[src/rtl/_6bit_seq_multiplier_pkg.sv]
// Shared constants and types for the 6-bit sequential signed multiplier.
//   WIDTH / ITER : operand width and shift-add iteration count (fixed at 6)
//   PW           : product width (2*WIDTH)
//   MIN6 / MAX6  : signed 6-bit range used for the overflow flag
//   state_t      : controller state encoding
package _6bit_seq_multiplier_pkg;

  localparam int WIDTH = 6;
  localparam int ITER  = WIDTH;
  localparam int PW    = 2 * WIDTH;
  localparam int CW    = 3;

  localparam int MIN6 = -32;
  localparam int MAX6 = 31;

  typedef enum logic [2:0] {
    S_IDLE = 3'd0,
    S_LOAD = 3'd1,
    S_RUN  = 3'd2,
    S_SIGN = 3'd3,
    S_DONE = 3'd4
  } state_t;

endpackage

[src/rtl/_6bit_seq_multiplier_ctrl.sv]
// Sequencing controller for the shift-add multiplier: FSM, iteration
// counter and registered busy/done.
//   clk, reset_n : clock, asynchronous active-low reset
//   start        : launch request, honoured only in S_IDLE
//   state        : current state, consumed by the datapath
//   cnt          : iteration index during S_RUN (0..ITER-1)
//   busy         : high in LOAD, RUN, SIGN, DONE
//   done         : high only in DONE
//
// state  | meaning
// S_IDLE | waiting for start; operands latched on accept
// S_LOAD | derive magnitudes and sign, clear accumulator/counter
// S_RUN  | one shift-add step per cycle, ITER cycles
// S_SIGN | apply sign to magnitude product, compute ovf
// S_DONE | one-cycle done pulse, result valid
module _mult_ctrl
  import _6bit_seq_multiplier_pkg::*;
(
  input  logic          clk,
  input  logic          reset_n,
  input  logic          start,
  output state_t        state,
  output logic [CW-1:0] cnt,
  output logic          busy,
  output logic          done
);

  localparam logic [CW-1:0] CNT_LAST = CW'(ITER - 1);

  // busy/done are set on the edge entering their state so they line up
  // exactly with the state register.
  always_ff @(posedge clk or negedge reset_n) begin
    if (!reset_n) begin
      state <= S_IDLE;
      cnt   <= '0;
      busy  <= 1'b0;
      done  <= 1'b0;
    end else begin
      done <= 1'b0;
      unique case (state)
        S_IDLE: begin
          if (start) begin
            state <= S_LOAD;
            busy  <= 1'b1;
          end
        end
        S_LOAD: begin
          cnt   <= '0;
          state <= S_RUN;
        end
        S_RUN: begin
          cnt <= cnt + CW'(1);
          if (cnt == CNT_LAST) state <= S_SIGN;
        end
        S_SIGN: begin
          state <= S_DONE;
          done  <= 1'b1;
        end
        S_DONE: begin
          state <= S_IDLE;
          busy  <= 1'b0;
        end
        default: begin
          state <= S_IDLE;
          busy  <= 1'b0;
        end
      endcase
    end
  end

endmodule

[src/rtl/_6bit_twos_neg.sv]
// 6-bit two's-complement negation stage (combinational).
//   a : input operand
//   y : -a, modulo 2^6 (-32 maps to itself, i.e. unsigned 32)
module _6bit_twos_neg (
  input  logic [5:0] a,
  output logic [5:0] y
);

  assign y = ~a + 6'd1;

endmodule

[src/rtl/_6bit_seq_multiplier.sv]
// Sequential signed 6x6 shift-add multiplier.
//   clk, reset_n : clock, asynchronous active-low reset
//   start        : launch request (ignored while busy)
//   x, y         : signed two's-complement operands, latched on accept
//   busy         : operation in progress (LOAD..DONE)
//   done         : one-cycle pulse, product/ovf valid
//   product      : signed 12-bit product, held until the next accept
//   ovf          : product outside -32..31, held with product
module _6bit_seq_multiplier
  import _6bit_seq_multiplier_pkg::*;
(
  input  logic             clk,
  input  logic             reset_n,
  input  logic             start,
  input  logic [WIDTH-1:0] x,
  input  logic [WIDTH-1:0] y,
  output logic             busy,
  output logic             done,
  output logic [PW-1:0]    product,
  output logic             ovf
);

  state_t          state;
  logic [CW-1:0]   cnt;

  logic [WIDTH-1:0] x_lat, y_lat;
  logic [WIDTH-1:0] x_neg, y_neg;
  logic [WIDTH-1:0] mag_x, mult;
  logic [PW-1:0]    acc;
  logic             neg;

  logic signed [PW-1:0] prod_nxt;
  logic                 ovf_nxt;

  _mult_ctrl u_ctrl (
    .clk     (clk),
    .reset_n (reset_n),
    .start   (start),
    .state   (state),
    .cnt     (cnt),
    .busy    (busy),
    .done    (done)
  );

  _6bit_twos_neg u_neg_x (.a(x_lat), .y(x_neg));
  _6bit_twos_neg u_neg_y (.a(y_lat), .y(y_neg));

  // A zero accumulator negates back to zero, so no negative-zero case.
  assign prod_nxt = neg ? PW'(~acc + PW'(1)) : acc;
  assign ovf_nxt  = (prod_nxt < MIN6) || (prod_nxt > MAX6);

  always_ff @(posedge clk or negedge reset_n) begin
    if (!reset_n) begin
      x_lat   <= '0;
      y_lat   <= '0;
      mag_x   <= '0;
      mult    <= '0;
      acc     <= '0;
      neg     <= 1'b0;
      product <= '0;
      ovf     <= 1'b0;
    end else begin
      unique case (state)
        S_IDLE: begin
          if (start) begin
            x_lat <= x;
            y_lat <= y;
          end
        end
        S_LOAD: begin
          // -32 negates to 6'b100000, which is the correct unsigned magnitude.
          mag_x <= x_lat[WIDTH-1] ? x_neg : x_lat;
          mult  <= y_lat[WIDTH-1] ? y_neg : y_lat;
          neg   <= x_lat[WIDTH-1] ^ y_lat[WIDTH-1];
          acc   <= '0;
        end
        S_RUN: begin
          if (mult[0]) acc <= acc + (PW'(mag_x) << cnt);
          mult <= mult >> 1;
        end
        S_SIGN: begin
          product <= prod_nxt;
          ovf     <= ovf_nxt;
        end
        default: ;
      endcase
    end
  end

endmodule

[config.mk]
export PLATFORM = sky130hd
export DESIGN_NAME = _6bit_seq_multiplier
export DESIGN_NICKNAME = d
export VERILOG_FILES = /design/src/rtl/_6bit_seq_multiplier_pkg.sv /design/src/rtl/_6bit_seq_multiplier_ctrl.sv /design/src/rtl/_6bit_twos_neg.sv /design/src/rtl/_6bit_seq_multiplier.sv
export SDC_FILE = /design/constraint.sdc
export NUM_CORES = 1
export LEC_CHECK = 0
export ABC_CLOCK_PERIOD_IN_PS = 5200
export CORE_MARGIN = 3
export CORE_UTILIZATION = 40
export CTS_CLUSTER_DIAMETER = 120
export DETAILED_ROUTE_END_ITERATION = 6
export SLEW_MARGIN = 10
export SYNTH_ARGS = -nofsm -noshare
export SYNTH_HDL_FRONTEND = slang
export SYNTH_SLANG_ARGS = --single-unit
[constraint.sdc]
create_clock -name clk -period 5.2 [get_ports clk]
set_clock_uncertainty 0.05 [all_clocks]
set_input_delay 0.78 -clock clk [delete_from_list [all_inputs] [get_ports clk]]
set_output_delay 0.78 -clock clk [all_outputs]
set_load 0.005 [all_outputs]
# --- Yosys cells after proc, flatten, opt, wreduce, memory -nomap -nowiden ---
# Index checks and enable logic that the tools add are counted.
op_classes:
  add_sub_neg: 5
  n_lt_le_gt_ge: 2
  n_eq_ne: 7
  n_shift: 1
  n_mux: 13
  n_bitwise: 5
  n_reduce_logical: 8
ops:
  columns: ["operator", "n"]
  rows:
  - ["$mux 12", 2]
  - ["$pmux 12 s2", 1]
  - ["$add 12x1->12 const B", 1]
  - ["$add 12x12->12", 1]
  - ["$add 6x1->6 const B", 2]
  - ["$gt 12x6->1 const B", 1]
  - ["$lt 12x6->1 const B", 1]
  - ["$mux 6", 2]
  - ["$not 12->12", 1]
  - ["$not 6->6", 2]
  - ["$pmux 3 s4", 1]
  - ["$pmux 6 s2", 1]
  - ["$shl 6x3->12", 1]
  - ["$reduce_and 2->1", 4]
  - ["$eq 3x2->1 const B", 2]
  - ["$mux 3", 2]
  - ["$pmux 3 s2", 1]
  - ["$ne 2x2->1 const B", 2]
  - ["$add 3x1->3 const B", 1]
  - ["$eq 3x1->1 const B", 1]
  - ["$eq 3x3->1 const B", 1]
  - ["$logic_not 3->1", 1]
  - ["$reduce_or 3->1", 1]
  - ["$mux 1", 2]
  - ["6 further kinds", 6]
totals:
  regBits: 58
  input_bits: 15
  output_inout_bits: 15

# --- Longest topological paths before layout ---
logic_depth:
  word_depth: 5
  depth_mapped: 12
  depth_no_buf: 12

# --- By module ---
# Synthesis repeated with hierarchy kept, for this count alone.
unflattened:
  cells_unflattened: 411
  hier_area_um2: 3796.1
modules_own_cells:
  columns: ["module", "n_inst", "cells_per_inst", "area_per_inst_um2"]
  rows:
  - ["_6bit_seq_multiplier", 1, 350, 3205.6]
  - ["_mult_ctrl", 1, 39, 407.9]
  - ["_6bit_twos_neg", 2, 11, 91.3]

# --- Worst setup path after synthesis ---
# OpenSTA, ideal clock, no wires.
synth_path:
  path_kind: "register to register"
  from: "register u_ctrl.cnt[1]"
  to: "register acc[11]"
  setup_ns: 0.079
  t_arrival_ns: 2.569
  t_required_ns: 5.071
  setup_slack_ns: 2.501
  stages_incl_launch_ff: 12
  n_path_buf: 1
  synth_period_minus_slack_ns: 2.699
  path_cell_list: "dfrtp_1 -> buf_1 -> mux2i_1 -> mux2_2 -> o21ai_0 -> ha_1 -> or3_1 -> or3_1 -> a21oi_1 -> o21ai_0 -> o31ai_1 -> mux2i_1"
synth_via:
  elab_chain_cells: 4
synth_rtl:
  columns: ["element", "line", "text"]
  rows:
  - ["from (decl)", "_6bit_seq_multiplier_ctrl.sv:23", "output logic [CW-1:0] cnt,"]
  - ["from (signal assigned)", "_6bit_seq_multiplier_ctrl.sv:52", "cnt <= cnt + CW'(1);"]
  - ["$shl 6x3->12", "_6bit_seq_multiplier.sv:78", "if (mult[0]) acc <= acc + (PW'(mag_x) << cnt);"]
  - ["$add 12x12->12", "_6bit_seq_multiplier.sv:78", null]
  - ["$mux 12", "_6bit_seq_multiplier.sv:78", null]
  - ["$pmux 12 s2", "_6bit_seq_multiplier.sv:63", "unique case (state)"]
  - ["to (signal assigned)", "_6bit_seq_multiplier.sv:78", null]
  - ["to (decl)", "_6bit_seq_multiplier.sv:29", "logic [PW-1:0] acc;"]
# No other way between the ends. The select of a mux whose other input is x is not followed.
# A chain may end at the register's enable or synchronous reset.

# --- Worst setup path after layout ---
# Same ends and word-level chain as after synthesis.

==> results.yml <==
flow_run:
  cap_violations: 0
yosys:
  synth_cell_types: 55
  synth_seq_cells: 58
  synth_cells: 390
  async_flop_share: 1.00
  yosysSeqAreaShare: 0.407
  synth_nets: 422
  synthFlopType: "dfrtp_1"
  syn_avg_cell_area_sq_um: 9.13
  yosysWarnings: 0
  synth_area_sq_mm: 0.00356
  synth-edff-count: 0
clocking:
  numCtsBuffers: 9
  clkTransAtPathRegs_ps: 80
  root_buffer: "clkbuf_8"
  cts_tree: "done"
  post_cts_buffers: 0
  cts_hold_buf: 0
  clkLatencyLatePin_ps: 350
  htree_levels: 3
  clkSinkCount: 58
  cts_buffer_depth: 2
  cts_resized: 0
timing:
  post-route-period-util: 0.559
  fin_setup_tns_ps: 0
  max_freq_mhz: 344
  hold_viol: 0
  tightest_slew_ps: 928
  slew_headroom: 0.378
  finalSetupViolCount: 0
  grt_setup_unrepaired: "no"
  min_period_ps: 2910
  slew_viol_final: 0
placed_design:
  gp_congestion: 0.915
  io_buffers: 29
  placed_area_sq_mm: 0.00389
  dp_hpwl_um: 5230
  dpl.cell_count: 506
grt:
  grtUsageTotal: 0.153
  grt_pass1_wl_um: 12500
  overflow: 0
  antenna_found_initial: 0
  grt_pass1_vias: 2749
  grt_max_degree: 59
min_path:
  hold_path_depth: 2
  hold_class: "reg2reg"
layout:
  fin_area_sq_mm: 0.00412
  drive_above_1_share: 0.101
  nNetsFinal: 444
  antennaDiodeCount: 0
  syn_to_final_growth_pct: 15.7
  stdcell_count: 522
die:
  dieHeight_um: 100
  core-area_sq_mm: 0.00842
  rows: 33
  die_w_um: 100
  boundaryPins: 30
  die_area_sq_mm: 0.0101
  start_util: 0.423
power_and_ir_drop:
  ir_drop_uv: 317
  power_mw: 2.73
  power_density_mw_per_mm2: 661
  p_leak_nw: 1.79
drt:
  antenna_left: 0
  wl_um: 7220
  viasPerCell: 5.37
  drc_errors: 0
  wl_per_cell_um: 13.8
  first_pass_iters: 4
  drt_iter0_markers: 71
  vias: 2805
setup_path:
  crit_family: "simple AND/OR/NAND/NOR gates"
  cp_cell_sequence: "mux2_2 -> nand2_1 -> o21ai_0 -> and2_1 -> ha_1 -> or3_1 -> or3_1 -> a21oi_1 -> o21ai_0 -> o31ai_1 -> mux2i_1"
  path_depth: 11
  worstPathArrival_ps: 3120
  critical_path_class: "reg2reg"
  crit_path_max_incr_delay_ps: 610
  cpMaxStageDelayCell: "dfrtp_1"
  required_ps: 5420
  startpoint_type: "flip-flop"
  cp-end-kind: "flip-flop"
  ff2ff_path_depth: 11
  critical_path_buf_inv_count: 0
  cp_max_fo: 13
status:
  status: "finished, final reports clean"
synth_stat cells, types with 3 or more instances:
cell / number / area [sq um]
a211oi_1: 3 / 22.5
a21boi_0: 3 / 22.5
a21o_1: 3 / 22.5
a21oi_1: 17 / 85.1
a22o_1: 5 / 43.8
a31oi_1: 3 / 18.8
a32oi_1: 3 / 26.3
buf_6: 3 / 33.8
clkbuf_1: 15 / 56.3
dfrtp_1: 58 / 1450
ha_1: 16 / 200
inv_1: 16 / 60.1
mux2_2: 12 / 135
mux2i_1: 9 / 90.1
nand2_1: 52 / 195
nand2b_1: 5 / 31.3
nand3_1: 6 / 30.0
nor2_1: 27 / 101
nor2b_1: 5 / 31.3
nor3_1: 8 / 40.0
o21a_1: 3 / 22.5
o21ai_0: 41 / 205
o22a_1: 5 / 43.8
o22ai_1: 6 / 37.5
o31ai_1: 9 / 67.6
or3_1: 3 / 18.8
xnor2_1: 10 / 87.6
xor2_1: 14 / 123
final cells by class:
cell class	count	area [sq um]
clock inverters	7	103
fillers	834	4300
well taps	105	131
flip-flops and latches	58	1450
inverters	16	60.1
repair buffers	31	300
multi-input cells	296	1950
clock buffers	9	124
cell families (layout without fill, tap and decap cells):
| family | Yosys count | after routing | synth area share |
|---|---|---|---|
| flip-flops | 58 | 58 | 0.407 |
| multiplexers | 21 | 21 | 0.0632 |
| AO/OA/AOI/OAI | 110 | 110 | 0.197 |
| AND/OR/NAND/NOR | 124 | 124 | 0.167 |
| adder cells (fa/ha/maj) | 17 | 17 | 0.0618 |
| buffers and inverters | 36 | 63 | 0.0446 |
| XOR/XNOR | 24 | 24 | 0.0590 |
where the power goes:
group | leakage [nW] | internal, mW | switching (mW)
logic | 0.956 | 0.656 | 0.678
registers | 0.724 | 0.645 | 0.271
clock network | 0.110 | 0.274 | 0.202
final timing paths:
path / start / slack, ps / to
min in group asynchronous: reset_n / 520 / mag_x[1]$_DFFE_PN0P_
max: u_ctrl.cnt[1]$_DFFE_PN0N_ / 2290 / acc[11]$_DFFE_PN0P_
min: product[7]$_DFFE_PN0P_ / 430 / product[7]$_DFFE_PN0P_
max reg2reg: u_ctrl.cnt[1]$_DFFE_PN0N_ / 2290 / acc[11]$_DFFE_PN0P_
max in group asynchronous: reset_n / 4070 / u_ctrl.cnt[2]$_DFFE_PN0N_
min reg2reg: product[7]$_DFFE_PN0P_ / 430 / product[7]$_DFFE_PN0P_
tightest hold or removal path: stages, from the launching register on:
cell     delay (ps)
dfrtp_1         350
nand2_1          40
o21ai_0          60
metrics by stage:
step | util | hold WS (ps) | worst slack (ps)
4_1_cts | 0.489 | 441 | 2290
2_1_floorplan | - | 415 | 2500
5_1_grt | 0.489 | 465 | 2010
6_report | 0.489 | 431 | 2290
3_3_place_gp | 0.462 | 415 | 2400
3_5_place_dp | 0.462 | 423 | 2310
sequential cells by signal, summed over array words and instances, names as in the netlist:
register      flops
x_lat             6
u_ctrl.cnt        3
mult              6
ovf               1
mag_x             6
product          12
u_ctrl.done       1
neg               1
y_lat             6
u_ctrl.state      3
u_ctrl.busy       1
acc              12
cells in the final DEF (no fill, tap or decap), types with 2 or more instances in the layout:
| cell | instances |
|---|---|
| a211oi_1 | 3 |
| a21boi_0 | 3 |
| a21o_1 | 3 |
| a21oi_1 | 17 |
| a22o_1 | 5 |
| a31oi_1 | 3 |
| a32oi_1 | 3 |
| and2_1 | 2 |
| and3_1 | 2 |
| buf_4 | 2 |
| bufinv_16 | 2 |
| clkbuf_8 | 9 |
| clkdlybuf4s50_1 | 28 |
| clkinv_4 | 3 |
| dfrtp_1 | 58 |
| ha_1 | 16 |
| inv_1 | 16 |
| mux2_2 | 12 |
| mux2i_1 | 9 |
| nand2_1 | 52 |
| nand2b_1 | 5 |
| nand3_1 | 6 |
| nor2_1 | 27 |
| nor2b_1 | 5 |
| nor3_1 | 8 |
| o21a_1 | 3 |
| o21ai_0 | 41 |
| o22a_1 | 5 |
| o22ai_1 | 6 |
| o31ai_1 | 9 |
| or3_1 | 3 |
| or4_1 | 2 |
| xnor2_1 | 10 |
| xor2_1 | 14 |
routing by layer:
layer  track usage  wire [um]  up-vias  share of wire
met3        0.0354        281       13          0.039
met1         0.188       3430     1314           0.47
li1              -          -     1426              -
met5             0          0        -              0
met4        0.0508         96        0          0.013
met2         0.264       3410       52           0.47
No activity file was read; power rests on OpenSTA's default activity.
